===== config.mk =====
export PLATFORM = sky130hd
export DESIGN_NAME = dm_stage
export DESIGN_NICKNAME = d
export VERILOG_FILES = /design/src/rtl/dm_stage_pkg.sv /design/src/rtl/dm_timeout_cnt.sv /design/src/rtl/dm_stage.sv
export SDC_FILE = /design/constraint.sdc
export NUM_CORES = 1
export LEC_CHECK = 0
export BUFFER_PORTS_ARGS = -buffer_cell sky130_fd_sc_hd__buf_4
export CAP_MARGIN = 20
export CORE_ASPECT_RATIO = 1.1
export CORE_MARGIN = 2
export CORE_UTILIZATION = 39
export DETAILED_ROUTE_END_ITERATION = 7
export HOLD_SLACK_MARGIN = 0.06
export PLACE_DENSITY_LB_ADDON = 0.1
export SLEW_MARGIN = 20
export SYNTH_ARGS = -nofsm -noshare
export SYNTH_HDL_FRONTEND = slang
export SYNTH_SLANG_ARGS = --single-unit
export TNS_END_PERCENT = 30

===== constraint.sdc =====
create_clock -name clk -period 1.95 [get_ports clk]
set_input_delay 0.0975 -clock clk [delete_from_list [all_inputs] [get_ports clk]]
set_output_delay 0.0975 -clock clk [all_outputs]
set_load 0.01 [all_outputs]

===== src/rtl/dm_stage_pkg.sv =====
// Shared types and defaults for the data-memory pipeline stage.
package dm_stage_pkg;

    typedef enum logic {
        DM_IDLE = 1'b0,
        DM_WAIT = 1'b1
    } dm_state_e;

    localparam int unsigned DM_TIMEOUT_DEF  = 64;
    localparam logic [31:0] DM_ERR_DATA_DEF = 32'hDEAD_BEEF;

    typedef struct packed {
        logic [31:0] data;
        logic        we;
        logic [4:0]  addr;
    } dm_wb_t;

endpackage


===== src/rtl/dm_timeout_cnt.sv =====
// Cycle counter for an outstanding bus access; tc flags the last allowed wait cycle.
module dm_timeout_cnt #(
    parameter int unsigned TIMEOUT_CYC = 64
) (
    input  logic clk,
    input  logic rst,
    input  logic clr,
    input  logic inc,
    output logic tc
);
    localparam int CW = $clog2(TIMEOUT_CYC) + 1;

    logic [CW-1:0] count_q, count_d;

    always_comb begin
        count_d = count_q;
        if (clr)
            count_d = '0;
        else if (inc)
            count_d = count_q + CW'(1);
    end

    always_ff @(posedge clk or posedge rst) begin
        if (rst)
            count_q <= '0;
        else
            count_q <= count_d;
    end

    assign tc = (count_q == CW'(TIMEOUT_CYC - 1));

endmodule


===== src/rtl/dm_stage.sv =====
// DM pipeline stage: req/ack bus access with stall, timeout abort and the DM/WB register.
module dm_stage
    import dm_stage_pkg::*;
#(
    parameter int unsigned TIMEOUT_CYC = DM_TIMEOUT_DEF,
    parameter logic [31:0] ERR_DATA    = DM_ERR_DATA_DEF
) (
    input  logic        clk,
    input  logic        rst,
    input  logic [31:0] dst_EX_DM,
    input  logic [31:0] p0_EX_DM,
    input  logic        re_EX_DM,
    input  logic        we_EX_DM,
    input  logic        rf_we_EX_DM,
    input  logic [4:0]  dst_addr_EX_DM,
    output logic        bus_req,
    output logic        bus_we,
    output logic [31:0] bus_addr,
    output logic [31:0] bus_wdata,
    input  logic [31:0] bus_rdata,
    input  logic        bus_ack,
    output logic        stall_DM,
    output logic [31:0] rf_w_data_DM_WB,
    output logic        rf_we_DM_WB,
    output logic [4:0]  dst_addr_DM_WB,
    output logic        bus_err
);
    dm_state_e state_q, state_d;
    dm_wb_t    wb_q, wb_d;
    logic      bus_err_q, bus_err_d;
    logic      op, req, stall, done, cnt_clr, cnt_inc, cnt_tc;

    assign op = re_EX_DM | we_EX_DM;

    dm_timeout_cnt #(.TIMEOUT_CYC(TIMEOUT_CYC)) u_cnt (
        .clk (clk),
        .rst (rst),
        .clr (cnt_clr),
        .inc (cnt_inc),
        .tc  (cnt_tc)
    );

    always_comb begin
        state_d   = state_q;
        wb_d      = wb_q;
        bus_err_d = bus_err_q;
        req       = 1'b0;
        stall     = 1'b0;
        done      = 1'b0;
        cnt_clr   = 1'b0;
        cnt_inc   = 1'b0;
        case (state_q)
            DM_IDLE: begin
                if (op) begin
                    req = 1'b1;
                    if (bus_ack) begin
                        done = 1'b1;
                    end else begin
                        stall   = 1'b1;
                        cnt_inc = 1'b1;
                        state_d = DM_WAIT;
                    end
                end
            end
            DM_WAIT: begin
                req = 1'b1;
                if (bus_ack || cnt_tc) begin
                    // A timeout completes like an ack so the pipe can never deadlock.
                    done      = 1'b1;
                    cnt_clr   = 1'b1;
                    bus_err_d = bus_err_q | ~bus_ack;
                    state_d   = DM_IDLE;
                end else begin
                    stall   = 1'b1;
                    cnt_inc = 1'b1;
                end
            end
            default: state_d = DM_IDLE;
        endcase

        if (stall) begin
            wb_d.we = 1'b0;
        end else if (!op) begin
            wb_d = '{data: dst_EX_DM, we: rf_we_EX_DM, addr: dst_addr_EX_DM};
        end else if (done) begin
            wb_d.addr = dst_addr_EX_DM;
            wb_d.we   = rf_we_EX_DM & re_EX_DM;
            wb_d.data = !re_EX_DM ? dst_EX_DM : (bus_ack ? bus_rdata : ERR_DATA);
        end
    end

    always_ff @(posedge clk or posedge rst) begin
        if (rst) begin
            state_q   <= DM_IDLE;
            wb_q      <= '0;
            bus_err_q <= 1'b0;
        end else begin
            state_q   <= state_d;
            wb_q      <= wb_d;
            bus_err_q <= bus_err_d;
        end
    end

    // Request and stall are combinational, so gate them with reset to drop them at once.
    assign bus_req         = req & ~rst;
    assign stall_DM        = stall & ~rst;
    assign bus_we          = we_EX_DM;
    assign bus_addr        = dst_EX_DM;
    assign bus_wdata       = p0_EX_DM;
    assign rf_w_data_DM_WB = wb_q.data;
    assign rf_we_DM_WB     = wb_q.we;
    assign dst_addr_DM_WB  = wb_q.addr;
    assign bus_err         = bus_err_q;

endmodule


==> results.md <==
* Outcome: finished clean
* Cell class contributing the biggest share of worst-path delay: flip-flops
* Netlist Area Pre-Place at 2609 um^2
* Worst Tran Pin Value at 417.9 ps
* Overflow left after global routing at 0
* Number of diodes added for antenna fixing at 0
* Post-Place Cells at 444
* Number of logic stages on the critical path including buffering at 6
* Synthesized netlist cell count at 286
* Fraction of registers with async set/reset at 1.000
* Initial antenna violation count at 0
* Worst ir drop on vdd at 0.0003027 V
* Synth area leaders: dfrtp_1, buf_4, nand2_1
* Final worst clock skew at 6.261 ps
* Filler cell count at 612
* Final Max Slew Viols at 0
* Warnings, synthesis at 0
* Share of post-route cells with drive strength above 1 at 0.4634
* Row count at 31
* Fmax achieved at 545.8 MHz
* Final wirelength at 6749 um
* Total number of H-tree levels at 2
* Number of flops mapped to enable cells by yosys at 0
* Count of input and output buffers at 148
* Count of pins on the block boundary at 213
* HPWL after DPL at 4902 um
* Number of antenna-violating nets in the routed design at 0
* Nets at 491
* First DRT Iteration DRCs at 63
* CP endpoint kind: primary output
* Class of the tightest hold or removal check: input pin to register
* Leading post-synthesis cells by instance count: buf_4, dfrtp_1, nand2_1
* Worst reg2reg endpoint: dst_addr_DM_WB[3]
* Static power due to leakage at 1.761 nW
* Critical path class: register to primary output
* Worst endpoint required time at 1850 ps
* Number of global-route vias before repair at 2,137
* Cell count of the worst hold path at 3
* Post-synthesis sequential area ratio at 0.4508
* Cell type contributing the most total cell area after synthesis: dfrtp_1
* Final RePlAce weighted congestion at 0.7542
* Detailed-route wire length per cell at 14.55 um
* Reported max-cap violation count at 0
* Register bit count reported by yosys at 47
* CTS clock-pin slew for the worst setup and hold paths at 80 ps
* Number of sinks on the clock net at 47
* Core area at 6516 um^2
* Largest stage delay, worst path at 390 ps
* Chip width at 81.98 um
* DRC Markers at 0
* Area share of the leading cell type in the synthesized netlist at 0.4508
* Largest net degree at the start of global routing at 33
* Clock tree from TritonCTS: yes
* Power per standard cell area at 689.1 nW/um^2
* Post-Syn Nets at 394
* Number of hold violations in the final report at 0
* Leading cell type by number of instances after synthesis: buf_4
* Number of clock buffers inserted by TritonCTS at 5
* Worst-skew pair later-pin latency at 300 ps
* CP Buf/Inv Count at 2
* Max-Slew Margin vs Limit at 0.7210
* Netlist cell types at 28
* Capture point of the critical path: stall_DM
* Startpoint class of the critical path: register
* Post-layout min period at 1832 ps
* Leading register cell type out of synthesis: dfrtp_1
* Clock root buffer master: clkbuf_8
* Initial core utilization at 0.4003
* Maximum net fanout on the critical path at 3
* Layout overhead on the synthesized area at 38.27%
* Standard cell with the maximum stage delay on the critical path: dfrtp_1
* Wire length of the first global-routing pass at 10,230 um
* Deepest clock path buffer count at 2
* Count of endpoints failing setup in the final report at 0
* Final worst path period share at 0.9396
* Vias per inst at 4.929
* Setup Total Neg Slack at 0 ps
* RSZ-0062 raised after global routing: false
* Synthesized area per cell at 9.122 um^2
* Cell-by-cell listing of the critical path: ha_2 -> and3_4 -> a211oi_4 -> buf_12 -> and2_1 -> buf_4
* Cell count of the worst reg-to-reg path at 6
* Total Routing Usage GR at 0.1810
* Vias at 2,287
* Worst EP arrival at 1730 ps
* R2r startpoint: u_cnt.count_q[0]
* Sequential Area at 1176 um^2
* Height of the die at 89.78 um
* Area occupied by multi-input gates at 860.8 um^2
* Minimum setup slack among reg-to-reg paths at 130 ps
* Crit. Startpoint: u_cnt.count_q[0]
* Floorplan die area at 7360 um^2
* Final Instance Count excl. Fillers at 464
* Length of the first detailed-routing pass in iterations at 4
-- worst min path at each step --
stage                            startpoint                   to  slack, ps
final                          bus_rdata[4]   rf_w_data_DM_WB[4]         70
after floorplan           dst_addr_EX_DM[0]    dst_addr_DM_WB[0]        230
after CTS                      bus_rdata[6]   rf_w_data_DM_WB[6]         60
after detailed placement                rst              bus_err        140
after global placement                  rst              bus_err        130
after global routing          bus_rdata[13]  rf_w_data_DM_WB[13]         60
-- layout by cell type, fill, tap and decap left out, types with 2 or more instances in the layout --
| cell | synthesis | layout |
|---|---|---|
| a21oi_1 | 13 | 13 |
| o21ai_1 | 19 | 19 |
| dfrtp_1 | 47 | 47 |
| clkbuf_8 | 0 | 5 |
| buf_4 | 70 | 161 |
| bufbuf_16 | 0 | 2 |
| buf_12 | 0 | 2 |
| a31oi_1 | 3 | 3 |
| dlygate4sd3_1 | 0 | 7 |
| o22ai_1 | 24 | 24 |
| mux2_1 | 5 | 5 |
| nor2_1 | 3 | 3 |
| inv_1 | 3 | 2 |
| nand3_1 | 6 | 6 |
| nor2b_1 | 8 | 8 |
| nand2_1 | 40 | 40 |
| and2_1 | 2 | 2 |
| o21ai_0 | 19 | 19 |
-- per-layer routing --
| layer | vias to the layer above | track usage | share of wire |
|---|---|---|---|
| li1 | 1111 | - | - |
| met1 | 1065 | 0.1975 | 0.36 |
| met2 | 96 | 0.3327 | 0.54 |
| met3 | 15 | 0.03916 | 0.083 |
| met4 | 0 | 0.06389 | 0.019 |
| met5 | - | 0 | 0 |
-- worst reg2reg max path: cells and delay by family, from the launching register on --
| family | cells | cell delay, ps |
|---|---|---|
| compound gates | 1 | 280 |
| fa+ha+maj | 1 | 200 |
| buf+inv | 2 | 330 |
| flops | 1 | 390 |
| mux | 1 | 320 |
| simple gates | 1 | 190 |
-- where the power goes --
group          internal (W)  total, W  switching [W]  leakage, nW
Combinational      0.000422  0.000753       0.000331         1.16
Sequential          0.00110   0.00119      0.0000875        0.564
Clock              0.000240  0.000544       0.000304       0.0371
-- state kept, by name, summed over array words and instances (netlist names) --
register         count
rf_w_data_DM_WB     32
u_cnt.count_q        7
dst_addr_DM_WB       5
bus_err              1
rf_we_DM_WB          1
state_q              1
-- cells by family after synthesis --
group | count (synthesis) | synth area share
fa+ha+maj | 1 | 0.004795
buf+inv | 85 | 0.2249
simple gates | 64 | 0.1141
mux | 6 | 0.02590
compound gates | 83 | 0.1794
flops | 47 | 0.4508
-- final cells by class --
cell class,count,area share
Inverter,3,0.003122
Multi-Input combinational cell,154,0.2386
Timing Repair Buffer,172,0.3836
Clock buffer,6,0.02012
Tap cell,82,0.02844
Sequential cell,47,0.3260
-- what timing repair did --
item / CTS / global route
setup buffers: 5 / 0
hold buffers: 7 / 0
hold endpoints to repair: 24 / 0
pin swaps: 1 / 1
gates cloned: 2 / 0
resized for setup: 1 / 1
setup endpoints to repair: 1 / 13
-- per-stage QoR --
stage | worst slack [ps] | power, W | utilization | area [um^2] | hold WS, ps
CTS | 33.38 | 0.002524 | 0.5532 | 3605 | 60.93
detailed placement | 120.5 | 0.001910 | 0.5148 | 3354 | 135.7
global route | 20.74 | 0.002655 | 0.5536 | 3607 | 63.22
finish | 117.8 | 0.002486 | 0.5536 | 3607 | 66.69
global placement | 168.6 | 0.001895 | 0.5148 | 3354 | 132.8
floorplan | 153.9 | 0.001611 | - | 2609 | 229.2
No activity file was read; power rests on OpenSTA's default activity.
